**config.mk**
```make
export PLATFORM = sky130hd
export DESIGN_NAME = pc_fetch_ctrl_flat
export DESIGN_NICKNAME = d
export VERILOG_FILES = /design/src/rtl/pc_fetch_ctrl_if.sv /design/src/rtl/pc_fetch_ctrl.sv /design/src/flat_wrapper.sv
export SDC_FILE = /design/constraint.sdc
export NUM_CORES = 1
export LEC_CHECK = 0
export CELL_PAD_IN_SITES_DETAIL_PLACEMENT = 0
export CELL_PAD_IN_SITES_GLOBAL_PLACEMENT = 1
export CORE_ASPECT_RATIO = 1.25
export CORE_MARGIN = 4
export CORE_UTILIZATION = 38
export CTS_CLUSTER_SIZE = 28
export DETAILED_ROUTE_END_ITERATION = 10
export PLACE_DENSITY_LB_ADDON = 0.15
export SLEW_MARGIN = 20
export SYNTH_ARGS = -nofsm -noshare
export SYNTH_HDL_FRONTEND = slang
export SYNTH_SLANG_ARGS = --single-unit
```
**constraint.sdc**
```tcl
create_clock -name clk -period 2.3 [get_ports clk]
set_input_delay 0.46 -clock clk [delete_from_list [all_inputs] [get_ports clk]]
set_output_delay 0.46 -clock clk [all_outputs]
set_load 0.005 [all_outputs]
```
**src/rtl/pc_fetch_ctrl_if.sv**
```systemverilog
// Fetch-stage next-PC interface: redirect inputs
// from hazard/D-stage/CP0 and the inst SRAM request.
interface pc_fetch_ctrl_if #(
   parameter int WIDTH = 32
);
   logic             stall_f;
   logic             branch_d;
   logic [WIDTH-1:0] branch_tgt_d;
   logic             flush_exc;
   logic [WIDTH-1:0] exc_pc;
   logic [WIDTH-1:0] pc_f;
   logic             inst_req;
   logic             adel_f;
   logic             redir_pending;

   modport master (
      input  stall_f,
      input  branch_d,
      input  branch_tgt_d,
      input  flush_exc,
      input  exc_pc,
      output pc_f,
      output inst_req,
      output adel_f,
      output redir_pending
   );

   modport slave (
      output stall_f,
      output branch_d,
      output branch_tgt_d,
      output flush_exc,
      output exc_pc,
      input  pc_f,
      input  inst_req,
      input  adel_f,
      input  redir_pending
   );
endinterface

```
**src/rtl/pc_fetch_ctrl.sv**
```systemverilog
// Next-PC sequencer: owns the fetch PC, buffers
// branches that resolve while IF is stalled.
module pc_fetch_ctrl #(
   parameter int               WIDTH    = 32,
   parameter logic [WIDTH-1:0] RESET_PC = 32'hBFC0_0000,
   parameter int               STEP     = 4
) (
   input logic           clk,
   input logic           rst,
   pc_fetch_ctrl_if.master bus
);
   typedef enum logic [1:0] {
      BOOT = 2'd0,
      RUN  = 2'd1,
      PEND = 2'd2
   } state_t;

   state_t           state_q, state_d;
   logic [WIDTH-1:0] pc_q, pc_d;
   logic [WIDTH-1:0] pend_tgt_q, pend_tgt_d;
   logic             inst_req_q, inst_req_d;
   logic             redir_q, redir_d;

   // Next-PC arbitration; flush beats stall beats branch.
   always_comb begin
      state_d    = state_q;
      pc_d       = pc_q;
      pend_tgt_d = pend_tgt_q;
      unique case (state_q)
         BOOT: begin
            state_d = RUN;
         end
         RUN: begin
            if (bus.flush_exc) begin
               pc_d = bus.exc_pc;
            end else if (bus.stall_f && bus.branch_d) begin
               pend_tgt_d = bus.branch_tgt_d;
               state_d    = PEND;
            end else if (bus.stall_f) begin
               pc_d = pc_q;
            end else if (bus.branch_d) begin
               pc_d = bus.branch_tgt_d;
            end else begin
               pc_d = pc_q + WIDTH'(STEP);
            end
         end
         PEND: begin
            if (bus.flush_exc) begin
               pc_d       = bus.exc_pc;
               pend_tgt_d = '0;
               state_d    = RUN;
            end else if (bus.stall_f && bus.branch_d) begin
               pend_tgt_d = bus.branch_tgt_d;
            end else if (bus.stall_f) begin
               pc_d = pc_q;
            end else begin
               pc_d    = pend_tgt_q;
               state_d = RUN;
            end
         end
         default: begin
            state_d = BOOT;
            pc_d    = RESET_PC;
         end
      endcase
      inst_req_d = (state_d != BOOT);
      redir_d    = (state_d == PEND);
   end

   // State, PC and registered request outputs.
   always_ff @(posedge clk or posedge rst) begin
      if (rst) begin
         state_q    <= BOOT;
         pc_q       <= RESET_PC;
         pend_tgt_q <= '0;
         inst_req_q <= 1'b0;
         redir_q    <= 1'b0;
      end else begin
         state_q    <= state_d;
         pc_q       <= pc_d;
         pend_tgt_q <= pend_tgt_d;
         inst_req_q <= inst_req_d;
         redir_q    <= redir_d;
      end
   end

   assign bus.pc_f          = pc_q;
   assign bus.inst_req      = inst_req_q;
   assign bus.redir_pending = redir_q;
   assign bus.adel_f        = inst_req_q & (pc_q[1:0] != 2'b00);
endmodule

```
**src/flat_wrapper.sv**
```systemverilog
// flat-port wrapper written by rule: the top's interface ports become plain ports
module pc_fetch_ctrl_flat 
#(
   parameter int               WIDTH    = 32,
   parameter logic [WIDTH-1:0] RESET_PC = 32'hBFC0_0000,
   parameter int               STEP     = 4
)
  (clk, rst, bus_stall_f, bus_branch_d, bus_branch_tgt_d, bus_flush_exc, bus_exc_pc, bus_pc_f, bus_inst_req, bus_adel_f, bus_redir_pending);
  pc_fetch_ctrl_if #(.WIDTH(WIDTH)) bus_i ();
  input logic clk;
  input logic rst;
  input wire logic [$bits(bus_i.stall_f)-1:0] bus_stall_f;
  input wire logic [$bits(bus_i.branch_d)-1:0] bus_branch_d;
  input wire logic [$bits(bus_i.branch_tgt_d)-1:0] bus_branch_tgt_d;
  input wire logic [$bits(bus_i.flush_exc)-1:0] bus_flush_exc;
  input wire logic [$bits(bus_i.exc_pc)-1:0] bus_exc_pc;
  output wire logic [$bits(bus_i.pc_f)-1:0] bus_pc_f;
  output wire logic [$bits(bus_i.inst_req)-1:0] bus_inst_req;
  output wire logic [$bits(bus_i.adel_f)-1:0] bus_adel_f;
  output wire logic [$bits(bus_i.redir_pending)-1:0] bus_redir_pending;
  assign bus_i.stall_f = bus_stall_f;
  assign bus_i.branch_d = bus_branch_d;
  assign bus_i.branch_tgt_d = bus_branch_tgt_d;
  assign bus_i.flush_exc = bus_flush_exc;
  assign bus_i.exc_pc = bus_exc_pc;
  assign bus_pc_f = bus_i.pc_f;
  assign bus_inst_req = bus_i.inst_req;
  assign bus_adel_f = bus_i.adel_f;
  assign bus_redir_pending = bus_i.redir_pending;
  pc_fetch_ctrl #(.WIDTH(WIDTH), .RESET_PC(RESET_PC), .STEP(STEP)) u_core (.clk(clk), .rst(rst), .bus(bus_i));
endmodule
```
* Word-level counts from Yosys, hierarchy flattened *
Index checks and enable logic that the tools add are counted.

storage, ports and cells
  register bits = 68

operators by class
  $add $sub $neg = 1
  eq/ne operators = 8
  multiplexer cells = 18
  bitwise operators = 2
  reduce and logical (&&, ||, !) cells = 7

operators with widths
  operator                                       number
  2-to-1 mux 32 bit                              10
  one-hot mux 32 bit (3 select lines)            1
  one-hot mux 32 bit (2 select lines)            1
  adder 32 x 3 -> 32 bit, second input constant  1
  != test 3 bit, second input constant           4
  2-to-1 mux 2 bit                               5
  one-hot mux 2 bit (3 select lines)             1
  nonzero test 2 bit                             3
  AND reduction 5 bit                            1
  == test 2 bit, second input constant           2
  == test 2 x 1 -> 1 bit, second input constant  1
  zero test 2 bit                                1
  != test 2 bit, second input constant           1
  AND reduction 2 bit                            1
  AND 1 bit                                      1
  logical AND 1 bit                              1
  NOT 1 bit                                      1

* Depth between registers and ports, before layout *
  word-level depth = 6
  mapped depth = 9
  mapped depth without buffers = 7

* Worst setup path before layout *
No wires, ideal clock.

  path kind = flip-flop to flip-flop
  start point = reg u_core.state_q[0]
  end point = reg u_core.pc_q[19] (netlist: u_core.bus.pc_f[19])
  library setup time = 124 ps
  data arrival time = 1953 ps
  slack = 223 ps
  stages on the path, launching flop included = 9
  buffers on the path = 2
  cell sequence = dfrtp_1 inv_1 ha_1 clkbuf_1 or2_2 a21oi_1 buf_2 o31ai_1 a211o_1

on the way
  word-level cells in the longest chain between the ends = 3
  elaborated cells between the ends (all ways) = 10
  classes of those cells = 6 x eq/ne; 1 x mux; 1 x bitwise; 2 x reduce/logical

ends and longest elaborated chain
  item                                                  RTL line             text
  start, declared                                       pc_fetch_ctrl.sv:18  state_t state_q, state_d;
  start signal, assigned                                pc_fetch_ctrl.sv:79  state_q <= state_d;
  == test 2 bit (tied with other cells)                 pc_fetch_ctrl.sv:29  unique case (state_q)
  != test 3 bit (no line) or NOT 1 bit (tied branches)  -
  AND reduction 5 bit (no line)                         -
  end signal, assigned                                  pc_fetch_ctrl.sv:80  pc_q <= pc_d;
  end, declared                                         pc_fetch_ctrl.sv:19  logic [WIDTH-1:0] pc_q, pc_d;

Parallel ways exist; a longest one is shown, timed or not.
A chain may end at the register's enable or synchronous reset.

* Final worst setup path *
  start point = reg u_core.state_q[0]
  end point = reg u_core.pc_q[25] (netlist: u_core.bus.pc_f[25])

The elaborated chain is that of the path after synthesis.

==> results.json <==
{
  "status": "finished, final reports clean",
  "layout_common_cells": "clkdlybuf4s50_1, dfrtp_1, o21ai_0",
  "finalSetupTns_ns": 0,
  "synthXorXnorAreaFrac": 0.01725,
  "hold_viol": 0,
  "ys_top_cells_by_area": "dfrtp_1, a22o_1, o21ai_0, mux2_2, dfstp_2",
  "grt.total_usage": 0.2333,
  "place_congestion": 0.8339,
  "clockPowerShare": 0.209,
  "cts_max_path_buffers": 2,
  "synth_compound_area_frac": 0.3168,
  "hpwl_mm": 11.25,
  "diodes": 0,
  "rsz0062_at_grt": "no",
  "die-height_um": 130.6,
  "syn_area_um2": 4569,
  "area_growth_pct": 38.86,
  "slew_headroom": 0.5803,
  "fin_skew_ns": 0.006656,
  "yosys.area.top_type": "dfrtp_1",
  "viasPerCell": 6.019,
  "ant_nets": 0,
  "crit_path_start": "u_core.state_q[0]",
  "holdCritPathClass": "register to register",
  "seq_area_frac_synth": 0.3749,
  "finalHoldWorstSlack_ns": 0.4981,
  "cts_resized": 0,
  "overflow": 0,
  "min_period_ns": 2.117,
  "seqPwrFrac": 0.317,
  "die_x_um": 106.1,
  "cts-hold-fix-buffers": 0,
  "drtIter0Drc": 265,
  "worstPathArrival_ns": 2.37,
  "start_kind": "register",
  "slew_viol_final": 0,
  "worstPathRequired_ns": 2.55,
  "synth_fp_nets": 579,
  "grt_util_met2": 0.4017,
  "yosys_warnings": 0,
  "p_leak_nw": 2.571,
  "grt_pass1_vias": 4771,
  "r2r-start": "u_core.state_q[0]",
  "gr-usage-met1": 0.2997,
  "nets": 694,
  "max_freq_mhz": 472.4,
  "drv_cap": 0,
  "cts_tree": "built",
  "syn_area_per_cell_um2": 9.066,
  "cp-end-kind": "register",
  "cts.clk_slew.worst_paths_ns": 0.06,
  "synth_fa_ha_area_frac": 0.01643,
  "root_buffer": "clkbuf_16",
  "layout_commonest_cell": "clkdlybuf4s50_1",
  "grt_use_met3": 0.03096,
  "syn_inst": 504,
  "switching_share": 0.3759,
  "cts_setup_buffers": 0,
  "setup_violations": 0,
  "timing.final.crit_share": 0.9203,
  "synth_ff_type": "dfrtp_1",
  "synthSimpleGateAreaFrac": 0.1613,
  "power_density_nw_per_um2": 1187,
  "numClockSinks": 68,
  "grt_max_degree": 69,
  "synth_edf_count": 0,
  "power.switching_mw": 2.830,
  "start_util": 0.3915,
  "fp.dieArea_um2": 13850,
  "firstDrtPassIters": 5,
  "tightest_slew_ns": 0.6295,
  "ir_drop_mv": 0.5729,
  "h-tree-depth": 3,
  "worstPathMaxFanout": 23,
  "ys_ff_latch": 68,
  "totalWireLength_mm": 15.87,
  "row_count": 44,
  "drc": 0,
  "synth_top_cell_area_share": 0.3231,
  "synth_top_family_by_area": "compound AO/OA/AOI/OAI gates",
  "insertion_delay_ns": 0.33,
  "synthMuxAreaShare": 0.05860,
  "internal-power_mw": 4.699,
  "hold_path_startpoint": "u_core.pend_tgt_q[5]",
  "numCtsBuffers": 9,
  "busiest_layer": "met2",
  "drive_above_1_share": 0.1763,
  "vias": 4725,
  "synth_cell_types": 70,
  "portBuffers": 103,
  "async_flop_share": 1.000,
  "power_frac_comb": 0.475,
  "avgRoutedWirePerCell_um": 20.22,
  "io_pins": 104,
  "worst-setup-path-type": "register to register",
  "coreArea_um2": 11670,
  "grt_pass1_wl_mm": 25.48,
  "antenna_found_initial": 0
}
-- per-layer routing --
metal  wire, um  part of all wire
met1       6734              0.42
met5          0                 0
met2       7866              0.50
met3        957             0.060
met4        316             0.020
-- worst max-delay path, stage by stage, from the launching register on --
cell and delay (ns):
dfrtp_1 0.43, inv_1 0.11, ha_1 0.21, buf_4 0.31
nor2b_1 0.41, a22oi_1 0.15, nand2_1 0.09, o21ai_0 0.07
a211oi_1 0.24
-- cell usage after synthesis (4+ instances only) --
master / number
a22o_1: 36
nor3_1: 12
nor2_1: 26
nand3_1: 16
dfrtp_1: 59
inv_1: 18
or3_1: 5
xnor2_1: 4
mux2_2: 22
nand4_1: 8
o21ai_0: 52
o22ai_1: 10
xor2_1: 5
a221oi_1: 7
buf_2: 4
nand2_1: 33
nand2b_1: 4
ha_1: 6
dfstp_2: 9
a221o_1: 5
o31ai_1: 6
a21oi_1: 18
and4_1: 6
a31oi_1: 7
a22oi_1: 19
a211oi_1: 4
clkbuf_1: 34
nor4_1: 4
nor2b_1: 6
-- sequential cells by signal, indices dropped and copies added (netlist names) --
register                  cells
u_core.bus.inst_req           1
u_core.bus.pc_f              32
u_core.bus.redir_pending      1
u_core.pend_tgt_q            32
u_core.state_q                2
-- cell type report --
type	instances	area, um^2
clock buffers	12	266.5
clock inverters	4	70.07
fillers	1100	5326
inverters	20	75.07
multi-input cells	375	2615
flip-flops and latches	68	1713
well taps	161	201.4
repair buffers	145	1404
-- metrics by stage --
stage | instances | setup slack [ns] | total power [mW] | utilization | area, um^2
floorplan | 504 | 0.1434 | 4.230 | - | 4569
detailed placement | 769 | 0.06158 | 5.946 | 0.5148 | 6008
finish | 785 | 0.1832 | 7.529 | 0.5436 | 6345
CTS | 785 | 0.1913 | 7.561 | 0.5436 | 6345
global placement | 769 | 0.1050 | 5.875 | 0.5148 | 6008
global route | 785 | 0.002788 | 8.027 | 0.5436 | 6345
-- worst paths after layout --
check                      depth (start not counted)  slack, ns                    end
setup / recovery                                   8       0.18    u_core.bus.pc_f[25]
hold / removal                                     1       0.50   u_core.pend_tgt_q[5]
setup reg to reg                                   8       0.18    u_core.bus.pc_f[25]
hold reg to reg                                    1       0.50   u_core.pend_tgt_q[5]
max in group asynchronous                          3       1.43    u_core.bus.pc_f[26]
min in group asynchronous                          3       0.51  u_core.pend_tgt_q[27]
-- kinds of logic (layout without fill, tap and decap cells) --
family | count (synthesis) | after routing
fa+ha+maj | 6 | 6
buf+inv | 61 | 181
compound gates | 201 | 201
mux | 24 | 24
simple gates | 135 | 135
flops | 68 | 68
xor+xnor | 9 | 9
-- power by group through the flow --
stage | Sequential (mW) | Combinational, mW | Clock [mW]
6_report | 2.38 | 3.57 | 1.57
5_1_grt | 2.47 | 3.91 | 1.65
3_3_place_gp | 2.37 | 3.51 | 0
3_5_place_dp | 2.39 | 3.56 | 0
4_1_cts | 2.37 | 3.59 | 1.60
2_1_floorplan | 2.29 | 1.94 | 0
Power figures use the tool's default switching activity.
